--- config.mk ---
export PLATFORM = sky130hd
export DESIGN_NAME = seq_mul_shift_add
export DESIGN_NICKNAME = d
export VERILOG_FILES = /design/src/rtl/seq_mul_shift_add.sv
export SDC_FILE = /design/constraint.sdc
export NUM_CORES = 1
export LEC_CHECK = 0
export ABC_AREA = 0
export CORE_UTILIZATION = 40
export CTS_CLUSTER_SIZE = 30
export DETAILED_ROUTE_END_ITERATION = 16
export PLACE_DENSITY = 0.58
export SLEW_MARGIN = 20
export SYNTH_ARGS = -nofsm -noshare
export SYNTH_HDL_FRONTEND = slang
export SYNTH_SLANG_ARGS = --single-unit
--- constraint.sdc ---
create_clock -name clk -period 3.7 [get_ports clk]
set_input_delay 0.74 -clock clk [delete_from_list [all_inputs] [get_ports clk]]
set_output_delay 0.74 -clock clk [all_outputs]
set_load 0.01 [all_outputs]
--- src/rtl/seq_mul_shift_add.sv ---
`default_nettype none
// ============================================================================
// Module      : seq_mul_shift_add
// Description : Sequential shift-and-add multiplier, signed/unsigned, with
//               start/done handshake and optional early termination.
// Revision    : 1.0 - initial release
// ============================================================================
module seq_mul_shift_add #(
    parameter int WIDTH      = 32,
    parameter bit EARLY_TERM = 1'b1
) (
    input  logic                 clk,
    input  logic                 rst_n,
    input  logic                 start,
    input  logic                 signed_mode,
    input  logic [WIDTH-1:0]     a,
    input  logic [WIDTH-1:0]     b,
    output logic                 busy,
    output logic                 done,
    output logic [2*WIDTH-1:0]   product
);

    localparam int                 c_cnt_w    = $clog2(WIDTH + 1);
    localparam logic [c_cnt_w-1:0] c_cnt_last = c_cnt_w'(WIDTH);

    localparam logic [1:0] c_st_idle = 2'd0;
    localparam logic [1:0] c_st_run  = 2'd1;
    localparam logic [1:0] c_st_done = 2'd2;

    logic [1:0]           r_state;
    logic [1:0]           w_state_nxt;
    logic [2*WIDTH-1:0]   r_areg;
    logic [WIDTH-1:0]     r_breg;
    logic [2*WIDTH-1:0]   r_p;
    logic [c_cnt_w-1:0]   r_cnt;
    logic                 r_neg;

    logic                 w_accept;
    logic                 w_terminate;
    logic [WIDTH-1:0]     w_a_mag;
    logic [WIDTH-1:0]     w_b_mag;
    logic [2*WIDTH-1:0]   w_sum;
    logic [2*WIDTH-1:0]   w_result;

    // Most-negative operand negates to itself, which read unsigned is its magnitude.
    assign w_a_mag     = (signed_mode && a[WIDTH-1]) ? -a : a;
    assign w_b_mag     = (signed_mode && b[WIDTH-1]) ? -b : b;
    assign w_accept    = start && (r_state != c_st_run);
    assign w_terminate = (EARLY_TERM && (r_breg == '0)) || (r_cnt == c_cnt_last);
    assign w_sum       = r_p + r_areg;
    assign w_result    = r_neg ? -r_p : r_p;

    assign busy = (r_state == c_st_run);
    assign done = (r_state == c_st_done);

    always_ff @(posedge clk or negedge rst_n) begin
        if (!rst_n) begin
            r_state <= c_st_idle;
        end else begin
            r_state <= w_state_nxt;
        end
    end

    always_comb begin
        w_state_nxt = r_state;
        case (r_state)
            c_st_idle: if (start) w_state_nxt = c_st_run;
            c_st_run:  if (w_terminate) w_state_nxt = c_st_done;
            c_st_done: w_state_nxt = start ? c_st_run : c_st_idle;
            default:   w_state_nxt = c_st_idle;
        endcase
    end

    always_ff @(posedge clk or negedge rst_n) begin
        if (!rst_n) begin
            r_areg  <= '0;
            r_breg  <= '0;
            r_p     <= '0;
            r_cnt   <= '0;
            r_neg   <= 1'b0;
            product <= '0;
        end else if (w_accept) begin
            r_areg <= {{WIDTH{1'b0}}, w_a_mag};
            r_breg <= w_b_mag;
            r_p    <= '0;
            r_cnt  <= '0;
            r_neg  <= signed_mode && (a[WIDTH-1] ^ b[WIDTH-1]);
        end else if (r_state == c_st_run) begin
            if (w_terminate) begin
                product <= w_result;
            end else begin
                if (r_breg[0]) begin
                    r_p <= w_sum;
                end
                r_areg <= r_areg << 1;
                r_breg <= r_breg >> 1;
                r_cnt  <= r_cnt + c_cnt_w'(1);
            end
        end
    end

endmodule
`default_nettype wire
After elaboration in Yosys (flattened, before gate mapping):

Index checks and enable logic that the tools add are counted.
W data, S select, Z words.

* register bits after elaboration: 233
* input port bits: 68
* output and inout port bits: 66
* logic and storage cells: 54

* add/subtract/negate cells: 5
* eq/ne operators: 7
* mux-type cells: 20
* bitwise logic cells: 2
* reduce and logical (&&, ||, !) cells: 13

Operators with widths (count)
* $mux W64: 8
* $mux W32: 5
* $add A64 B64 Y64: 1
* $neg A32 Y32: 2
* $neg A64 Y64: 1
* $logic_not A32 Y1: 1
* $mux W6: 3
* $add A6 B1 Y6 const B: 1
* $eq A6 B6 Y1 const B: 1
* $pmux W2 S3: 1
* $reduce_and A3 Y1: 2
* $logic_and A1 B1 Y1: 4
* $mux W2: 2
* $ne A2 B1 Y1 const B: 2
* $ne A2 B2 Y1 const B: 2
* $reduce_and A2 Y1: 2
* $reduce_bool A2 Y1: 2
* $eq A2 B1 Y1 const B: 1
* $eq A2 B2 Y1 const B: 1
* $logic_not A2 Y1: 1
* $logic_or A1 B1 Y1: 1
* $mux W1: 1
* $not A1 Y1: 1
* $xor A1 B1 Y1: 1

Logic depth before layout (Yosys ltp):

Gate-level depths: netlist of the first run.

* depth after elaboration: 5
* depth in mapped cells: 12
* gate-level depth less buffers: 12

Least setup slack after synthesis of the first run:

No wires, ideal clock.

* kind: register to register
* start point: reg r_areg[0]
* end point: reg r_p[40]
* setup time: 0.133 ns
* arrival: 2.806 ns
* required time: 3.567 ns
* path slack: 0.761 ns
* cell stages (with the launch flop): 13
* buffers on the path: 0
* clock period less this slack: 2.939 ns
* cells stage by stage: dfrtp_1 > ha_1 > fa_1 > a21o_1 > a21oi_1 > o21a_1 > nor2_1 > a221o_2 > a21oi_1 > o21ai_1 > a221oi_1 > xor2_1 > o21ai_0

* cells in the longest elaborated chain, start to end: 5

RTL lines
* from (decl): RTL line 32 `logic [2*WIDTH-1:0] r_areg;`
* from (signal assigned): RTL line 83 `r_areg <= {{WIDTH{1'b0}}, w_a_mag};`
* from (signal assigned): RTL line 95 `r_areg <= r_areg << 1;`
* $add A64 B64 Y64: RTL line 50 `assign w_sum = r_p + r_areg;`
* $mux W64: RTL line 92 `if (r_breg[0]) begin`
* $mux W64: RTL line 89 `if (w_terminate) begin`
* $mux W64: RTL line 88 `end else if (r_state == c_st_run) begin`
* $mux W64: RTL line 82 `end else if (w_accept) begin`
* to (signal assigned): RTL line 93 `r_p <= w_sum;`
* to (decl): RTL line 34 `logic [2*WIDTH-1:0] r_p;`

Every way passes these cells. The select of a mux whose other input is x is not followed.
A chain may end at the register's enable or synchronous reset.

Final worst setup path of the first run:

* start point: reg r_areg[0]
* end point: reg r_p[62]

The elaborated chain is that of the path after synthesis.

==> flow_metrics.py, run 1 <==
metrics = {
    "global_routing": {
        "antenna_found_initial": 4,
        "grt_pass1_vias": 13190,
        "global_route.usage.total": 0.2292,
        "grt_overflow": 0,
        "grt_first_pass_wirelength_um": 71990,
        "grt_max_degree": 107,
    },
    "yosys": {
        "synth-compound-area-share": 0.2119,
        "synthCells": 1870,
        "yosys.area_share.simple": 0.2231,
        "yosysWarnings": 0,
        "syn_avg_cell_area_um2": 8.306,
        "yosys.area.top_type": "dfrtp_1",
        "yosys.area_share.adder": 0.05607,
        "synthMuxAreaShare": 0.001289,
        "async_flop_share": 1.000,
        "syn_nets": 2007,
        "ys_ff_latch": 233,
        "synth_xor_area_frac": 0.09812,
        "synth_commonest_cells": "nand2_1 (321), dfrtp_1 (233), o21ai_0 (197)",
        "ys_types": 77,
        "yosys_most_used_dff": "dfrtp_1",
        "yosysMostFrequentCell": "nand2_1",
        "ys_seq_area_frac": 0.3754,
        "synth_edf_count": 0,
        "synth_top_family_by_area": "simple AND/OR/NAND/NOR gates",
        "synth_area_leaders": "dfrtp_1 (38%), nand2_1 (7.8%), o21ai_0 (6.3%)",
        "syn_area_um2": 15530,
        "yosysTopAreaCellShare": 0.3754,
    },
    "power": {
        "p_sw_mw": 7.802,
        "p_leak_nw": 8.073,
        "swShare": 0.4501,
        "max-vdd-ir-drop_v": 0.0003945,
        "combPwrFrac": 0.538,
        "p_int_mw": 9.533,
        "power.share.sequential": 0.289,
        "powerDensity_nw_per_um2": 928.8,
        "finalPower_mw": 17.34,
        "clockPowerShare": 0.174,
    },
    "routing": {
        "finalWirelength_um": 44720,
        "via_per_inst": 5.559,
        "wl_per_cell_um": 17.72,
        "drt_iter0_drc": 811,
        "dr.pass1.iters": 6,
        "antenna_left": 0,
        "via_count": 14030,
        "remaining_drc_errors": 0,
    },
    "layout": {
        "drive_gt1_frac": 0.07313,
        "nets": 2127,
        "area_growth_pct": 20.15,
        "utilization": 0.4920,
        "fin_area_um2": 18660,
    },
    "min_path": {
        "hold_class": "in -> async",
    },
    "clock_tree": {
        "numCtsBuffers": 27,
        "clockBufferDepth": 3,
        "post_cts_resized": 0,
        "htree_levels": 1,
        "root_buffer": "clkbuf_16",
        "post_cts.repair.setup_buffers": 0,
        "path_clk_slew_ps": 60,
        "cts_sinks": 233,
        "hold_buffers": 0,
        "cts_tree": "done",
        "clk_latency_ps": 560,
    },
    "critical_path": {
        "rrSetupSlack_ps": 280,
        "critical_path_class": "reg -> reg",
        "cp.required_ps": 4170,
        "cp_max_fo": 4,
        "arrival_ps": 3890,
        "r2r-start": "r_areg[0]",
        "cp-endpoint": "r_p[62]",
        "endpoint_kind": "flip-flop",
        "r2r-end": "r_p[62]",
        "r2r_cells": 13,
        "crit_path_start_kind": "flip-flop",
        "crit_path_start": "r_areg[0]",
    },
    "sta": {
        "slew_headroom": 0.3986,
        "fmax_mhz": 292.0,
        "post-route-min-period_ps": 3425,
        "rsz0062_at_grt": "false",
        "setup_violations": 0,
        "tns_ps": 0,
        "slew_viol_final": 0,
        "worst_slew_pin_slew_ps": 902.0,
        "finalHoldViolations": 0,
        "period_share": 0.9256,
        "clock_skew_ps": 14.32,
        "whs_ps": 212.2,
    },
    "place": {
        "placed_cell_area_um2": 17660,
        "io_buffers": 133,
        "hpwlAfterDp_um": 33660,
        "gp_congestion": 0.9238,
    },
    "die": {
        "io_pins": 134,
        "initial_core_util": 0.4095,
        "die_w_um": 199.1,
        "chipHeight_um": 199.1,
        "coreArea_um2": 37930,
        "dieArea_um2": 39620,
        "placementRows": 71,
    },
    "outcome": {
        "status": "complete, no violations",
    },
    "job": {
        "maxCapViolCount": 0,
    },
}
==> critical path, cell delays in order, from the launching register on <==
cell      delay, ps
dfrtp_1         420
ha_1            250
fa_1            420
a21o_1          200
a21oi_1         290
nor2_1          110
a21oi_1         290
a21oi_1         170
o21ai_0         210
buf_4           170
a211o_1         200
a211oi_1        110
o31a_1          290
o31ai_1         210
==> layout by cell type, fill, tap and decap left out, types with 38 or more instances in the layout <==
| cell | Yosys | layout |
|---|---|---|
| nor2_1 | 110 | 109 |
| xor2_1 | 94 | 94 |
| o21ai_0 | 197 | 197 |
| a31oi_1 | 50 | 50 |
| nand3_1 | 120 | 120 |
| clkdlybuf4s50_1 | 0 | 132 |
| a21oi_1 | 88 | 88 |
| o31ai_1 | 38 | 38 |
| buf_4 | 0 | 52 |
| nand2_1 | 321 | 318 |
| ha_1 | 68 | 68 |
| dfrtp_1 | 233 | 232 |
| xnor2_1 | 80 | 80 |
==> routing by layer <==
metal | track usage | vias to the layer above | part of all wire
li1 | - | 6967 | -
met1 | 0.3296 | 6659 | 0.49
met2 | 0.3581 | 338 | 0.44
met3 | 0.03511 | 57 | 0.055
met4 | 0.05726 | 4 | 0.020
met5 | 0 | - | 0.00065
==> layout make-up <==
class | instances | area [um2]
Antenna cell | 2 | 5.005
Clock buffer | 34 | 742.0
Clock inverter | 15 | 255.2
Fill cell | 3656 | 19270
Inverter | 32 | 120.1
Multi-Input combinational cell | 1504 | 9203
Sequential cell | 233 | 5832
Tap cell | 511 | 639.4
Timing Repair Buffer | 192 | 1867
==> power by group through the flow <==
stage / Clock [mW] / Sequential, mW / Combinational, mW
2_1_floorplan: 0 / 4.67 / 6.51
3_3_place_gp: 0 / 4.99 / 9.20
3_5_place_dp: 0 / 5.01 / 9.30
4_1_cts: 3.09 / 4.98 / 9.34
5_1_grt: 3.18 / 5.15 / 10.4
6_report: 3.01 / 5.00 / 9.32
==> registers in the layout (all words and copies together), names as in the netlist <==
register,flops
r_p,64
r_cnt,6
r_neg,1
r_areg,64
r_breg,32
product,64
r_state,2
==> metrics by stage <==
stage	std cells	setup WS (ps)
5_1_grt	2521	10.20
2_1_floorplan	1870	761.4
3_5_place_dp	2472	130.2
4_1_cts	2521	216.2
3_3_place_gp	2472	154.2
6_report	2523	275.1
==> cells by family (layout without fill, tap and decap cells) <==
| logic type | Yosys count | in the layout |
|---|---|---|
| other cells | 0 | 2 |
| simple gates | 737 | 737 |
| xor+xnor | 174 | 174 |
| mux | 2 | 2 |
| fa+ha+maj | 69 | 69 |
| buf+inv | 133 | 273 |
| flops | 233 | 233 |
| compound gates | 522 | 522 |
==> how the worst min path moves through the flow <==
stage,endpoint,slack [ps],depth (start not counted)
floorplan,product[0],440,0
global placement,product[25],460,2
detailed placement,product[37],470,2
CTS,product[43],270,1
global route,product[48],290,1
finish,product[47],210,1
No activity file was read; power rests on OpenSTA's default activity.
==> run 2, diff against run 1 <==
SLEW_MARGIN = unset   (was 20)
==> results of run 2 <==
Same layout as run 1: the final DEF is identical, and so are final timing and power.
==> run 3, diff against run 2 <==
PLACE_DENSITY = 0.66   (was 0.58)
==> flow_metrics.py, run 3 (synthesis results as in run 1) <==
metrics = {
    "routing": {
        "drt_iter0_drc": 1051,
        "finalWirelength_um": 43620,
        "antenna_left": 0,
        "dr.pass1.iters": 5,
        "via_per_inst": 5.592,
        "wl_per_cell_um": 17.40,
        "remaining_drc_errors": 0,
        "via_count": 14020,
    },
    "power": {
        "max-vdd-ir-drop_v": 0.0005425,
        "combPwrFrac": 0.536,
        "clockPowerShare": 0.171,
        "finalPower_mw": 17.07,
        "power.share.sequential": 0.293,
        "swShare": 0.4543,
        "p_sw_mw": 7.755,
        "powerDensity_nw_per_um2": 923.0,
        "p_int_mw": 9.314,
        "p_leak_nw": 7.974,
    },
    "critical_path": {
        "crit_chain": "nor3_1 > nand2_1 > nor3_1 > nand4_1 > nand2b_1 > nand2b_4 > o41ai_2 > xor2_1 > o21ai_0",
        "cp_max_fo": 6,
        "endpoint_kind": "flip-flop",
        "slowest_stage": "o41ai_2",
        "cp.required_ps": 4090,
        "r2r_cells": 9,
        "r2r-end": "product[42]",
        "arrival_ps": 3810,
        "path_buf_inv": 0,
        "max_stage_delay_ps": 480,
        "crit_family": "simple AND/OR/NAND/NOR gates",
        "critical_path_class": "reg -> reg",
        "r2r-start": "r_p[2]",
        "path_common_cell": "nor3_1",
        "rrSetupSlack_ps": 270,
        "crit_path_start_kind": "flip-flop",
    },
    "global_routing": {
        "global_route.usage.total": 0.2233,
        "grt_max_degree": 130,
        "grt_overflow": 0,
        "antenna_found_initial": 6,
        "grt_first_pass_wirelength_um": 70880,
        "grt_pass1_vias": 13080,
    },
    "die": {
        "coreArea_um2": 37930,
        "dieArea_um2": 39620,
        "placementRows": 71,
        "io_pins": 134,
        "chipHeight_um": 199.1,
        "initial_core_util": 0.4095,
        "die_w_um": 199.1,
    },
    "place": {
        "place_inst": 2456,
        "placed_cell_area_um2": 17520,
        "hpwlAfterDp_um": 32530,
        "io_buffers": 133,
        "gp_congestion": 0.9175,
    },
    "layout": {
        "final_cell_mix": "nand2_1 (318), dfrtp_1 (232), o21ai_0 (197)",
        "layout_commonest_cell": "nand2_1",
        "utilization": 0.4875,
        "area_growth_pct": 19.05,
        "nets": 2112,
        "top_regs": "product: 64 flops, r_areg: 64 flops, r_p: 64 flops",
        "finalNonFillerCells": 2507,
        "fin_area_um2": 18490,
        "drive_gt1_frac": 0.06416,
    },
    "outcome": {
        "status": "complete, no violations",
    },
    "sta": {
        "fmax_mhz": 291.9,
        "finalHoldViolations": 0,
        "post-route-min-period_ps": 3426,
        "worst_slew_pin_slew_ps": 1182,
        "slew_headroom": 0.2122,
        "tns_ps": 0,
        "setup_violations": 0,
        "clock_skew_ps": 25.08,
        "rsz0062_at_grt": "false",
        "slew_viol_final": 0,
        "period_share": 0.9259,
    },
    "clock_tree": {
        "path_clk_slew_ps": 60,
        "root_buffer": "clkbuf_16",
        "post_cts_resized": 0,
        "hold_buffers": 0,
        "clockBufferDepth": 3,
        "cts_tree": "done",
        "numCtsBuffers": 28,
        "post_cts.repair.setup_buffers": 0,
        "clk_latency_ps": 570,
        "htree_levels": 1,
        "cts_sinks": 233,
    },
    "job": {
        "maxCapViolCount": 0,
    },
    "min_path": {
        "hold_class": "in -> async",
    },
}
-- run 3: changes by cell type in the layout (fill, tap and decap cells not counted), moves of 2 or more --
cell / delta
buf_4: -14
clkbuf_1: +4
bufinv_16: -3
clkinv_2: -3
buf_12: -2
clkbuf_16: +2
clkinvlp_4: -2
-- run 3: worst max path at each step --
stage	cells after the start	start	slack, ps	end
floorplan	12	r_areg[0]	760	r_p[40]
finish	9	r_p[2]	270	product[42]
detailed placement	12	a[3]	110	r_areg[21]
CTS	12	r_areg[0]	280	r_p[58]
global route	12	r_areg[0]	40	r_p[40]
global placement	12	a[3]	150	r_areg[21]
-- run 3: power by group through the flow --
stage | registers (mW) | clock network [mW] | logic [mW]
finish | 5.00 | 2.92 | 9.15
global route | 5.15 | 3.08 | 10.3
CTS | 4.97 | 2.98 | 9.15
detailed placement | 5.00 | 0 | 9.11
global placement | 4.97 | 0 | 8.99
floorplan | 4.67 | 0 | 6.51
-- run 3: stage by stage --
stage	setup WS (ps)	hold slack, ps
after floorplan	761.4	444.4
after global placement	145.3	462.9
after detailed placement	110.3	469.3
after CTS	284.7	271.4
after global routing	40.25	290.3
final	274.2	219.0
-- run 3: layout make-up --
class / count / area (um2)
fillers: 3660 / 19440
multi-input cells: 1504 / 9203
flip-flops and latches: 233 / 5832
repair buffers: 176 / 1722
clock buffers: 41 / 820.8
well taps: 511 / 639.4
clock inverters: 9 / 152.6
inverters: 32 / 120.1
diodes: 1 / 2.502
-- run 3: metal layers --
| layer | share of wire | routed length, um | global-route usage |
|---|---|---|---|
| met1 | 0.48 | 21030 | 0.3282 |
| met2 | 0.43 | 18810 | 0.3373 |
| met3 | 0.064 | 2791 | 0.03696 |
| met4 | 0.021 | 918 | 0.05812 |
| met5 | 0.0013 | 58 | 0 |
-- run 3: worst reg2reg max path: cells and delay by family, from the launching register on --
| family | cells | cell delay [ps] |
|---|---|---|
| simple gates | 6 | 1910 |
| compound gates | 2 | 590 |
| flops | 1 | 460 |
| xor+xnor | 1 | 290 |
